==> src/rtl/intersection_controller.sv <==
// ---------------------------------------------------------------------------
// intersection_controller
//
// Purpose:
//   Fixed-time traffic light controller for a two-way intersection with an
//   optional pedestrian walk phase. The controller cycles
//   NS_GREEN -> NS_YELLOW -> ALLRED_A -> EW_GREEN -> EW_YELLOW -> ALLRED_B
//   and then either returns to NS_GREEN or, if a pedestrian request is
//   pending, inserts a WALK phase (all vehicle heads red) before NS_GREEN.
//   Each phase lasts exactly its parameter count of clock cycles, timed by
//   an 8-bit down-counter that is loaded with (length - 1) on phase entry.
//
// Parameters:
//   GREEN_CYC  - green phase length in cycles (1..255)
//   YELLOW_CYC - yellow phase length in cycles (1..255)
//   ALLRED_CYC - all-red clearance length in cycles (1..255)
//   WALK_CYC   - pedestrian walk length in cycles (1..255)
//
// Ports:
//   clk      in   1  single clock, rising edge active
//   reset_n  in   1  asynchronous active-low reset
//   ped_req  in   1  pedestrian request, level-sampled every cycle
//   color_ns out  2  north-south head: 00 red, 10 yellow, 01 green
//   color_ew out  2  east-west head, same encoding
//   walk     out  1  pedestrian walk indication
//   phase    out  3  current state code (debug)
//
// Configuration macro:
//   PED_REQ_EN - when defined, builds the sticky pedestrian request flag,
//                the WALK state and the walk output decode. When undefined,
//                ped_req is ignored, walk is tied low, ALLRED_B always
//                returns to NS_GREEN and code 6 is handled as illegal.
// ---------------------------------------------------------------------------
module intersection_controller #(
    parameter int GREEN_CYC  = 8,
    parameter int YELLOW_CYC = 3,
    parameter int ALLRED_CYC = 2,
    parameter int WALK_CYC   = 5
) (
    input  logic       clk,
    input  logic       reset_n,
    input  logic       ped_req,
    output logic [1:0] color_ns,
    output logic [1:0] color_ew,
    output logic       walk,
    output logic [2:0] phase
);

    typedef enum logic [2:0] {
        NS_GREEN  = 3'd0,
        NS_YELLOW = 3'd1,
        ALLRED_A  = 3'd2,
        EW_GREEN  = 3'd3,
        EW_YELLOW = 3'd4,
        ALLRED_B  = 3'd5,
        WALK      = 3'd6
    } state_e;

    localparam logic [1:0] HEAD_RED    = 2'b00;
    localparam logic [1:0] HEAD_GREEN  = 2'b01;
    localparam logic [1:0] HEAD_YELLOW = 2'b10;

    // Counter reload values: a phase of length N loads N-1 so that it
    // spends exactly N cycles in the state (a length of 1 loads 0).
    localparam logic [7:0] GREEN_LOAD  = 8'(GREEN_CYC - 1);
    localparam logic [7:0] YELLOW_LOAD = 8'(YELLOW_CYC - 1);
    localparam logic [7:0] ALLRED_LOAD = 8'(ALLRED_CYC - 1);
`ifdef PED_REQ_EN
    localparam logic [7:0] WALK_LOAD   = 8'(WALK_CYC - 1);
`endif

    state_e     state_q;
    state_e     state_d;
    logic [7:0] count_q;
    logic [7:0] count_d;

`ifdef PED_REQ_EN
    logic       ped_pending_q;
    logic       ped_pending_d;
    logic       walk_wanted;
`else
    logic       unused_ped_req;
    assign unused_ped_req = ped_req;
`endif

    // State register: reset forces NS_GREEN with a full green count and
    // drops any pending pedestrian request, without waiting for a clock.
    always_ff @(posedge clk or negedge reset_n) begin
        if (!reset_n) begin
            state_q <= NS_GREEN;
            count_q <= GREEN_LOAD;
        end else begin
            state_q <= state_d;
            count_q <= count_d;
        end
    end

`ifdef PED_REQ_EN
    // Sticky pedestrian request flag, held until the WALK phase begins.
    always_ff @(posedge clk or negedge reset_n) begin
        if (!reset_n) begin
            ped_pending_q <= 1'b0;
        end else begin
            ped_pending_q <= ped_pending_d;
        end
    end

    // A request arriving in the very last ALLRED_B cycle is honoured for
    // that same exit decision, so the live input is OR'ed with the flag.
    assign walk_wanted = ped_pending_q | ped_req;
`endif

    // Next-state logic: each state counts down and, in the cycle the
    // counter reads zero, moves on and reloads the counter for the
    // successor's length. Unknown codes fall back to NS_GREEN.
    always_comb begin
        state_d = state_q;
        count_d = count_q - 8'd1;

        case (state_q)
            NS_GREEN: begin
                if (count_q == 8'd0) begin
                    state_d = NS_YELLOW;
                    count_d = YELLOW_LOAD;
                end
            end
            NS_YELLOW: begin
                if (count_q == 8'd0) begin
                    state_d = ALLRED_A;
                    count_d = ALLRED_LOAD;
                end
            end
            ALLRED_A: begin
                if (count_q == 8'd0) begin
                    state_d = EW_GREEN;
                    count_d = GREEN_LOAD;
                end
            end
            EW_GREEN: begin
                if (count_q == 8'd0) begin
                    state_d = EW_YELLOW;
                    count_d = YELLOW_LOAD;
                end
            end
            EW_YELLOW: begin
                if (count_q == 8'd0) begin
                    state_d = ALLRED_B;
                    count_d = ALLRED_LOAD;
                end
            end
            ALLRED_B: begin
                if (count_q == 8'd0) begin
`ifdef PED_REQ_EN
                    if (walk_wanted) begin
                        state_d = WALK;
                        count_d = WALK_LOAD;
                    end else begin
                        state_d = NS_GREEN;
                        count_d = GREEN_LOAD;
                    end
`else
                    state_d = NS_GREEN;
                    count_d = GREEN_LOAD;
`endif
                end
            end
`ifdef PED_REQ_EN
            WALK: begin
                if (count_q == 8'd0) begin
                    state_d = NS_GREEN;
                    count_d = GREEN_LOAD;
                end
            end
`endif
            default: begin
                state_d = NS_GREEN;
                count_d = GREEN_LOAD;
            end
        endcase
    end

`ifdef PED_REQ_EN
    // Pending-flag update: requests outside WALK latch the flag; entering
    // WALK consumes it, and requests made during WALK are ignored.
    always_comb begin
        ped_pending_d = ped_pending_q;
        if (state_q != WALK && ped_req) begin
            ped_pending_d = 1'b1;
        end
        if (state_d == WALK && state_q != WALK) begin
            ped_pending_d = 1'b0;
        end
    end
`endif

    // Moore output decode: heads and walk depend on the state alone.
    // Only one direction is ever given a non-red aspect.
    always_comb begin
        color_ns = HEAD_RED;
        color_ew = HEAD_RED;
        walk     = 1'b0;
        phase    = state_q;

        case (state_q)
            NS_GREEN:  color_ns = HEAD_GREEN;
            NS_YELLOW: color_ns = HEAD_YELLOW;
            EW_GREEN:  color_ew = HEAD_GREEN;
            EW_YELLOW: color_ew = HEAD_YELLOW;
`ifdef PED_REQ_EN
            WALK:      walk     = 1'b1;
`endif
            default: begin
                color_ns = HEAD_RED;
                color_ew = HEAD_RED;
            end
        endcase
    end

endmodule

==> config.mk <==
export PLATFORM = sky130hd
export DESIGN_NAME = intersection_controller
export DESIGN_NICKNAME = d
export VERILOG_FILES = /design/src/rtl/intersection_controller.sv
export SDC_FILE = /design/constraint.sdc
export NUM_CORES = 1
export LEC_CHECK = 0
export BUFFER_PORTS_ARGS = -buffer_cell sky130_fd_sc_hd__buf_2
export CAP_MARGIN = 10
export CORE_MARGIN = 5
export CORE_UTILIZATION = 51
export CTS_CLUSTER_SIZE = 25
export DETAILED_ROUTE_END_ITERATION = 10
export GPL_ROUTABILITY_DRIVEN = 0
export PLACE_DENSITY = 0.73
export RECOVER_POWER = 50
export SLEW_MARGIN = 10
export SYNTH_ARGS = -nofsm -noshare
export SYNTH_HDL_FRONTEND = slang
export SYNTH_SLANG_ARGS = --single-unit
==> constraint.sdc <==
create_clock -name clk -period 2.2 [get_ports clk]
set_clock_uncertainty 0.2 [all_clocks]
set_input_delay 0.22 -clock clk [delete_from_list [all_inputs] [get_ports clk]]
set_output_delay 0.22 -clock clk [all_outputs]
set_load 0.005 [all_outputs]
==> reports/qor.yml, run 1 <==
yosysMostFrequentCell: "dfrtp_1"
cts_resized: 0
ant_nets: 0
final_nets: 90
cp_num_buf_inv: 1
fmax_mhz: 506.4
antenna_cells: 0
period_share: 0.8976
yosysSeqAreaShare: 0.4047
crit_family: "simple AND/OR/NAND/NOR gates"
h-tree-depth: 1
p_clk_frac: 0.403
cts_buffer_depth: 2
path_clk_slew_ns: 0.07
core-area_um2: 1285
grt_max_degree: 12
dieArea_um2: 2187
cts_tree: "built"
critPathCaptureType: "flip-flop"
rows: 13
p_leak_nw: 0.3369
setup_ws_ns: 0.2252
p_int_mw: 0.2741
detail_route.first_pass.iterations: 4
cp_max_fo: 7
crit_slowest_cell: "or4b_1"
cts_buffers: 3
tns_ns: 0
place_worst_setup_slack_ns: 0.2357
setup_viol: 0
drive_gt1_frac: 0.2024
worst-path-stages: 5
hpwl_um: 1029
cpPeakStageDelay_ns: 0.59
cts.sinks: 11
hold_viol_final: 0
die_y_um: 46.77
seq_power_share: 0.580
status: "finished, final reports clean"
ios: 11
die_width_um: 46.77
synthFlopType: "dfrtp_1"
syn_inst: 75
syn-cell-area_um2: 689.4
final_max_slew_viol_count: 0
synthTopCellsByCount: "dfrtp_1 (8), a21oi_1 (7), inv_1 (5)"
combPwrFrac: 0.017
synth_area_leader_cell: "dfrtp_1"
io_buffers: 8
switchingPower_mw: 0.07465
hold_path.class: "in2async"
ys_warn_count: 0
drc: 0
async_flop_share: 1.000
worst_slew_pin_slew_ns: 0.6010
ff2ff_path_depth: 5
synthesis.nets: 80
grt-ovfl-total: 0
cts_root_buf: "clkbuf_4"
synthDistinctLibCells: 35
vias: 595
grt_pass1_vias: 549
finalCriticalPeriod_ns: 1.975
worstSetupPathType: "reg2reg"
grt_usage: 0.1741
cp-start-kind: "flip-flop"
finish.instance_area_um2: 763.2
final_cells: 99
grt_first_pass_wirelength_um: 2615
ir_worst_vdd_mv: 0.2651
rsz0062_at_grt: "false"
synthTopCellsByArea: "dfrtp_1 (29%), dfstp_2 (11%), a21oi_1 (5.1%)"
worstPathArrival_ns: 1.98
crit_chain: "inv_1, ha_1, or4b_1, nor2_1, a41o_1"
synth_top_area_frac: 0.2904
placed_cells: 94
required_ns: 2.21
relSlewSlack: 0.5994
antenna_found_initial: 0
worstSkewPairLatency_ns: 0.27
place_area_um2: 729.5
p_per_area_nw_per_um2: 456.9
drt-vias-per-instance: 6.010
wl_um: 1476
holdWs_ns: 0.2649
drtIter0Drc: 18
syn2layout_area_growth_pct: 10.71
max-cap-violations: 0
start_util: 0.5365
synth-edff-count: 0
n_fill_cell: 120
synth-seq-cells: 11
synth.avg_cell_area_um2: 9.192
switching_share: 0.2141
drt-wirelength-per-cell_um: 14.91
timing repair:
action / in CTS / in global routing
endpoints found under the setup margin: 0 / 0
setup buffers: 0 / 0
endpoints found under the hold margin: 11 / 0
hold buffers: 1 / 0
worst reg2reg max path, delay by kind of cell (launching register included):
kind	cells	cell delay [ns]
flops	1	0.40
buf+inv	1	0.11
compound gates	1	0.19
fa+ha+maj	1	0.19
simple gates	2	0.83
sequential cells by signal (all words and copies together) (netlist names):
register  cells
count_q       8
phase         3
area by class of cell:
cell class | count | area (um2) | share of cell area
well taps | 15 | 18.77 | 0.02459
flip-flops and latches | 11 | 279.0 | 0.3656
repair buffers | 11 | 62.56 | 0.08197
inverters | 5 | 18.77 | 0.02459
clock buffers | 4 | 26.28 | 0.03443
multi-input cells | 53 | 357.8 | 0.4689
cells by family (layout without fill, tap and decap cells):
kind of cell | count (synthesis) | count (layout) | synth area share
AOI/OAI and AO/OA | 22 | 22 | 0.2124
xor gates and xnor gates | 1 | 1 | 0.01271
adders and majority gates | 2 | 2 | 0.03629
buffers and inverters | 11 | 20 | 0.07622
DFF | 11 | 11 | 0.4047
other | 1 | 1 | 0.005439
and+or+nand+nor | 27 | 27 | 0.2522
stage by stage:
step                      total power [mW]    util
after global routing                0.3668  0.5940
after detailed placement            0.2114  0.5677
after floorplan                     0.2078       -
after CTS                           0.3538  0.5959
final                               0.3487  0.5940
after global placement              0.2112  0.5677
cells in the final DEF (no fill, tap or decap), drive strengths merged:
cell	Yosys	layout
o221ai	1	1
a41o	1	1
or3	2	2
xnor2	1	1
o31ai	3	3
nor3	2	2
nor2b	2	2
nor4b	1	1
or4	3	3
ha	2	2
o211ai	1	1
nand4	2	2
o21ai	4	4
nor2	4	4
nor3b	2	2
o221a	1	1
dlygate4sd3	0	1
clkbuf	4	6
a221oi	1	1
dfrtp	8	8
or4b	1	1
nand2b	1	1
or3b	1	1
a211oi	1	1
a21oi	7	7
a31oi	1	1
nand2	2	2
a311oi	1	1
conb	1	1
inv	5	5
nand3	1	1
nor4	2	2
nand4b	1	1
buf	2	8
dfstp	3	3
final timing paths:
check | start | endpoint | slack (ns)
worst min-delay path | reset_n | count_q[6] | 0.26
worst max-delay path | count_q[0] | phase[2] | 0.23
worst max register to register | count_q[0] | phase[2] | 0.23
worst min register to register | count_q[4] | count_q[4] | 0.37
max in group asynchronous | reset_n | phase[2] | 1.14
min in group clk | count_q[4] | count_q[4] | 0.37
power by group through the flow:
stage	clock network, mW	registers, mW	logic (mW)
after floorplan	0	0.206	0.00166
after global placement	0	0.206	0.00516
after detailed placement	0	0.206	0.00530
after CTS	0.145	0.202	0.00660
after global routing	0.157	0.202	0.00745
final	0.140	0.202	0.00599
metal layers:
layer	wire (um)	part of all wire	vias to the layer above	GRT usage
li1	-	-	298	-
met1	681	0.46	277	0.2170
met2	709	0.48	16	0.2710
met3	46	0.031	4	0.02299
met4	39	0.026	0	0.1326
met5	0	0	-	0
(Power assumes the default switching activity.)
==> run 2, diff against run 1 <==
--- a/config.mk
+++ b/config.mk
@@ -12,7 +12,7 @@
 export CTS_CLUSTER_SIZE = 25
 export DETAILED_ROUTE_END_ITERATION = 10
 export GPL_ROUTABILITY_DRIVEN = 0
-export PLACE_DENSITY = 0.73
+export PLACE_DENSITY_LB_ADDON = 0.15
 export RECOVER_POWER = 50
 export SLEW_MARGIN = 10
 export SYNTH_ARGS = -nofsm -noshare
==> run 2 against run 1 <==
  * Setup slack worse by 0.094 ns
  * Critical path depth stayed put
  * Die area stayed put
  * Largest cell class unchanged
  * Largest power group unchanged
  * Highest routed layer unchanged
==> reports/qor.yml, run 2 (synthesis results as in run 1) <==
ff2ff_path_depth: 5  # unchanged
r2r-start: "count_q[0]"
antenna_cells: 0  # unchanged
hpwl_um: 1055  # +2.5%
drc: 0  # unchanged
top_register: "count_q"
r2r-end: "phase[1]"
vias: 601  # +1.0%
syn2layout_area_growth_pct: 10.53
worstSkewPairLatency_ns: 0.28  # about the same
wl_um: 1557  # +5.5%
placed_cells: 94  # unchanged
setup_viol: 0  # unchanged
finalCriticalPeriod_ns: 2.069  # +0.09375 ns
tns_ns: 0  # unchanged
n_fill_cell: 118  # -1.7%
p_int_mw: 0.2713  # -1.0%
switching_share: 0.2285  # +0.01443
max-cap-violations: 0  # unchanged
drt-wirelength-per-cell_um: 15.73  # +5.5%
p_clk_frac: 0.408  # +0.005
cp_max_fo: 7  # unchanged
fmax_mhz: 483.4  # -4.5%
path_clk_slew_ns: 0.08  # about the same
relSlewSlack: 0.6059  # +0.006508
die_width_um: 46.77  # unchanged
cp-start-kind: "flip-flop"
h-tree-depth: 1  # unchanged
cts_setup_buffers: 0  # unchanged
grt_max_degree: 12  # unchanged
drtIter0Drc: 8  # -10
cts.sinks: 11  # unchanged
p_leak_nw: 0.3308  # -1.8%
status: "finished, final reports clean"
final_common_cell: "dfrtp_1"
cts_resized: 0  # unchanged
drt-vias-per-instance: 6.071  # +1.0%
p_total_mw: 0.3517  # +0.84%
ant_nets: 0  # unchanged
ios: 11  # unchanged
layout_common_cells: "dfrtp_1 (8), a21oi_1 (7), inv_1 (5)"
ir_worst_vdd_mv: 0.3033  # +14%
rows: 13  # unchanged
combPwrFrac: 0.017  # about the same
worstSetupPathType: "reg2reg"
hold_path.class: "in2async"
grt_pass1_vias: 580  # +5.6%
core-area_um2: 1285  # unchanged
critPathCaptureType: "flip-flop"
cts_buffers: 3  # unchanged
dieArea_um2: 2187  # unchanged
largest_reg_flops: 8  # unchanged
cts_tree: "built"
final_max_slew_viol_count: 0  # unchanged
final_cells: 99  # unchanged
drive_gt1_frac: 0.1905  # -0.01190
grt-ovfl-total: 0  # unchanged
detail_route.first_pass.iterations: 4  # unchanged
hold_viol_final: 0  # unchanged
final_nets: 90  # unchanged
start_util: 0.5365  # unchanged
p_per_area_nw_per_um2: 461.5  # +1.0%
period_share: 0.9402  # +0.04261
die_y_um: 46.77  # unchanged
rsz0062_at_grt: "false"
cts_root_buf: "clkbuf_4"
worst_slew_pin_slew_ns: 0.5912  # -0.009762 ns
antenna_found_initial: 0  # unchanged
worstPathArrival_ns: 2.01  # +0.03 ns
cts_buffer_depth: 2  # unchanged
r2r_setup_slack_ns: 0.13  # -0.09 ns
grt_usage: 0.1720  # -0.002083
required_ns: 2.14  # -0.07 ns
io_buffers: 8  # unchanged
seq_power_share: 0.575  # -0.005
switchingPower_mw: 0.08035  # +7.6%
grt_first_pass_wirelength_um: 2539  # -2.9%
## run 2: power by group through the flow
stage	sequential [mW]	combinational [mW]	clock [mW]
2_1_floorplan	0.206	0.00166	0
3_3_place_gp	0.206	0.00524	0
3_5_place_dp	0.206	0.00537	0
4_1_cts	0.202	0.00649	0.150
5_1_grt	0.202	0.00718	0.163
6_report	0.202	0.00596	0.143
## run 2: routing by layer
metal / vias to the layer above / wire (um) / track usage
met2: 18 / 782 / 0.2629
li1: 301 / - / -
met1: 280 / 696 / 0.2156
met3: 2 / 65 / 0.03448
met5: - / 0 / 0
met4: 0 / 13 / 0.1215
## run 2: worst max path at each step
| stage | from | end | slack [ns] | cells after the start |
|---|---|---|---|---|
| final | count_q[0] | phase[1] | 0.13 | 5 |
| after global routing | count_q[0] | phase[1] | 0.04 | 5 |
| after CTS | count_q[0] | phase[1] | 0.15 | 5 |
| after detailed placement | count_q[0] | count_q[0] | 0.22 | 5 |
| after global placement | count_q[0] | count_q[0] | 0.24 | 5 |
| after floorplan | count_q[0] | phase[1] | 0.37 | 6 |
## run 2: critical path, stage by stage, from the launching register on
cell and delay [ns]:
dfstp_2 0.40, inv_1 0.10, ha_1 0.19, or4b_1 0.60, o31ai_1 0.32, a21oi_1 0.11
## run 2: timing repair
action | in CTS | in global routing
endpoints found under the hold margin | 11 | 0
setup endpoints to repair | 0 | 0
hold buffers | 1 | 0
## run 2: final cells by class
cell class / instances / area, um2 / area share
repair buffers: 11 / 60.06 / 0.07882
flip-flops and latches: 11 / 279.0 / 0.3662
inverters: 5 / 18.77 / 0.02463
well taps: 15 / 18.77 / 0.02463
clock inverters: 1 / 5.005 / 0.006568
clock buffers: 3 / 22.52 / 0.02956
multi-input cells: 53 / 357.8 / 0.4696
## run 2: through the flow
stage | hold WS [ns] | setup WS, ns | utilization | cell area (um2)
final | 0.2485 | 0.1315 | 0.5930 | 762.0
after global routing | 0.2938 | 0.04454 | 0.5930 | 762.0
after CTS | 0.1260 | 0.1456 | 0.5969 | 767.0
after detailed placement | -0.09199 | 0.2183 | 0.5677 | 729.5
after global placement | -0.09533 | 0.2450 | 0.5677 | 729.5
after floorplan | -0.2756 | 0.3673 | - | 689.4
==> run 3, diff against run 2 <==
--- a/config.mk
+++ b/config.mk
@@ -8,7 +8,7 @@
 export BUFFER_PORTS_ARGS = -buffer_cell sky130_fd_sc_hd__buf_2
 export CAP_MARGIN = 10
 export CORE_MARGIN = 5
-export CORE_UTILIZATION = 51
+export CORE_UTILIZATION = 38
 export CTS_CLUSTER_SIZE = 25
 export DETAILED_ROUTE_END_ITERATION = 10
 export GPL_ROUTABILITY_DRIVEN = 0
==> run 3 against run 2 <==
  * Core utilization fell by 14 points
  * Die area grew 26%
  * Maximum frequency increased by 2.3%
  * Via count up 0.83%
  * Setup slack better by 0.047 ns
  * Combinational power increased by 3.7%
  * Count of clock-buffer cells in the layout increased by 1
  * Register-to-register slack gained 0.05 ns
  * Critical endpoint is now phase[2]
  * Flip-flop and latch count stayed put
  * Worst hold slack better by 0.039 ns
==> reports/qor.yml, run 3 (synthesis results as in run 1) <==
cts_resized: 0  # unchanged
grt_first_pass_wirelength_um: 2732  # +7.6%
grt-ovfl-total: 0  # unchanged
antenna_found_initial: 0  # unchanged
postCtsHoldBufs: 1  # unchanged
start_util: 0.3993  # -0.1372
grt_most_used_layer: "met2"
setup_viol: 0  # unchanged
hpwl_um: 1064  # +0.85%
relSlewSlack: 0.5779  # -0.02797
die_width_um: 52.60  # +12%
finish.instance_area_um2: 774.5  # +1.6%
syn2layout_area_growth_pct: 12.34
drt-vias-per-instance: 5.560  # -8.4%
cts_setup_buffers: 0  # unchanged
grtUsageMet1: 0.1786  # -0.03701
cts_buffer_depth: 2  # unchanged
drive_gt1_frac: 0.1905  # unchanged
crit_slowest_cell: "or4b_1"
cts_buffers: 3  # unchanged
finalCriticalPeriod_ns: 2.022  # -0.04660 ns
setup_ws_ns: 0.1781  # +0.04660 ns
drtIter0Drc: 14  # +6
worst_slew_pin_slew_ns: 0.6331  # +0.04195 ns
p_total_mw: 0.3451  # -1.9%
final_common_cell: "dfrtp_1"
final_nets: 90  # unchanged
tns_ns: 0  # unchanged
cts_tree: "built"
drc: 0  # unchanged
layout_common_cells: "dfrtp_1 (8), a21oi_1 (7), inv_1 (5), buf_2 (5)"
holdWs_ns: 0.2879  # +0.03942 ns
use_met3: 0.02849  # -0.005993
top_register: "count_q"
worstSkewPairLatency_ns: 0.26  # -0.02 ns
rows: 15  # +2
p_per_area_nw_per_um2: 445.6  # -3.5%
final_cells: 109  # +10%
rsz0062_at_grt: "false"
crit_chain: "inv_1, ha_1, or4b_1, nor2_1, a41o_1"
detail_route.first_pass.iterations: 4  # unchanged
ant_nets: 0  # unchanged
grt_pass1_vias: 608  # +4.8%
largest_reg_flops: 8  # unchanged
cts.sinks: 11  # unchanged
antenna_cells: 0  # unchanged
critPathCaptureType: "flip-flop"
dieArea_um2: 2766  # +26%
cts_root_buf: "clkbuf_4"
status: "finished, final reports clean"
p_leak_nw: 0.3325  # +0.51%
core-area_um2: 1727  # +34%
drt-wirelength-per-cell_um: 13.62  # -13%
die_y_um: 52.60  # +12%
worstPathArrival_ns: 2.02  # about the same
grt_usage: 0.1343  # -0.03775
period_share: 0.9191  # -0.02118
ir_worst_vdd_mv: 0.3229  # +6.5%
h-tree-depth: 1  # unchanged
io_buffers: 8  # unchanged
cp-start-kind: "flip-flop"
worstSetupPathType: "reg2reg"
hold_viol_final: 0  # unchanged
grt_max_degree: 12  # unchanged
finalCoreUtilization: 0.4486  # -0.1444
vias: 606  # +0.83%
cpPeakStageDelay_ns: 0.60  # about the same
max-cap-violations: 0  # unchanged
path_clk_slew_ns: 0.07  # about the same
crit_family: "simple AND/OR/NAND/NOR gates"
final_max_slew_viol_count: 0  # unchanged
required_ns: 2.20  # +0.06 ns
hold_path.class: "in2async"
cp_max_fo: 7  # unchanged
place_area_um2: 742.0  # +1.7%
wl_um: 1485  # -4.6%
met2_usage: 0.2045  # -0.05833
fmax_mhz: 494.6  # +2.3%
place_worst_setup_slack_ns: 0.2066  # -0.01168 ns
placed_cells: 104  # +11%
cp_num_buf_inv: 1  # unchanged
ios: 11  # unchanged
==> run 3: cell types whose count changed in the layout (fill, tap and decap cells not counted) <==
| cell | change |
|---|---|
| clkinv_2 | -1 |
| buf_2 | +1 |
==> run 3: worst paths after layout <==
kind | startpoint | endpoint | slack, ns | cells past startpoint
max | count_q[0] | phase[2] | 0.18 | 5
min | reset_n | count_q[7] | 0.29 | 2
max reg2reg | count_q[0] | phase[2] | 0.18 | 5
min reg2reg | count_q[4] | count_q[4] | 0.37 | 2
max in group asynchronous | reset_n | phase[1] | 1.11 | 2
min in group clk | count_q[4] | count_q[4] | 0.37 | 2
==> run 3: per-layer routing <==
| layer | share of wire | vias up |
|---|---|---|
| met3 | 0.038 | 2 |
| met1 | 0.47 | 290 |
| li1 | - | 299 |
| met5 | 0 | - |
| met4 | 0.0094 | 0 |
| met2 | 0.48 | 15 |
==> run 3: power by group <==
group | switching [mW] | leakage [nW] | internal [mW]
combinational | 0.00465 | 0.175 | 0.00154
clock | 0.0666 | 0.0150 | 0.0700
sequential | 0 | 0.143 | 0.202
==> run 3: cell type report <==
cell class,count,area [um2]
clock buffers,4,26.28
multi-input cells,53,357.8
well taps,25,31.28
repair buffers,11,61.31
inverters,5,18.77
flip-flops and latches,11,279.0
fillers,172,952.2
==> run 3: worst reg2reg max path: cells and delay by family (launching register included) <==
family	cells	cell delay (ns)
and+or+nand+nor	2	0.86
buffers and inverters	1	0.11
DFF	1	0.40
adders and majority gates	1	0.19
AOI/OAI and AO/OA	1	0.20
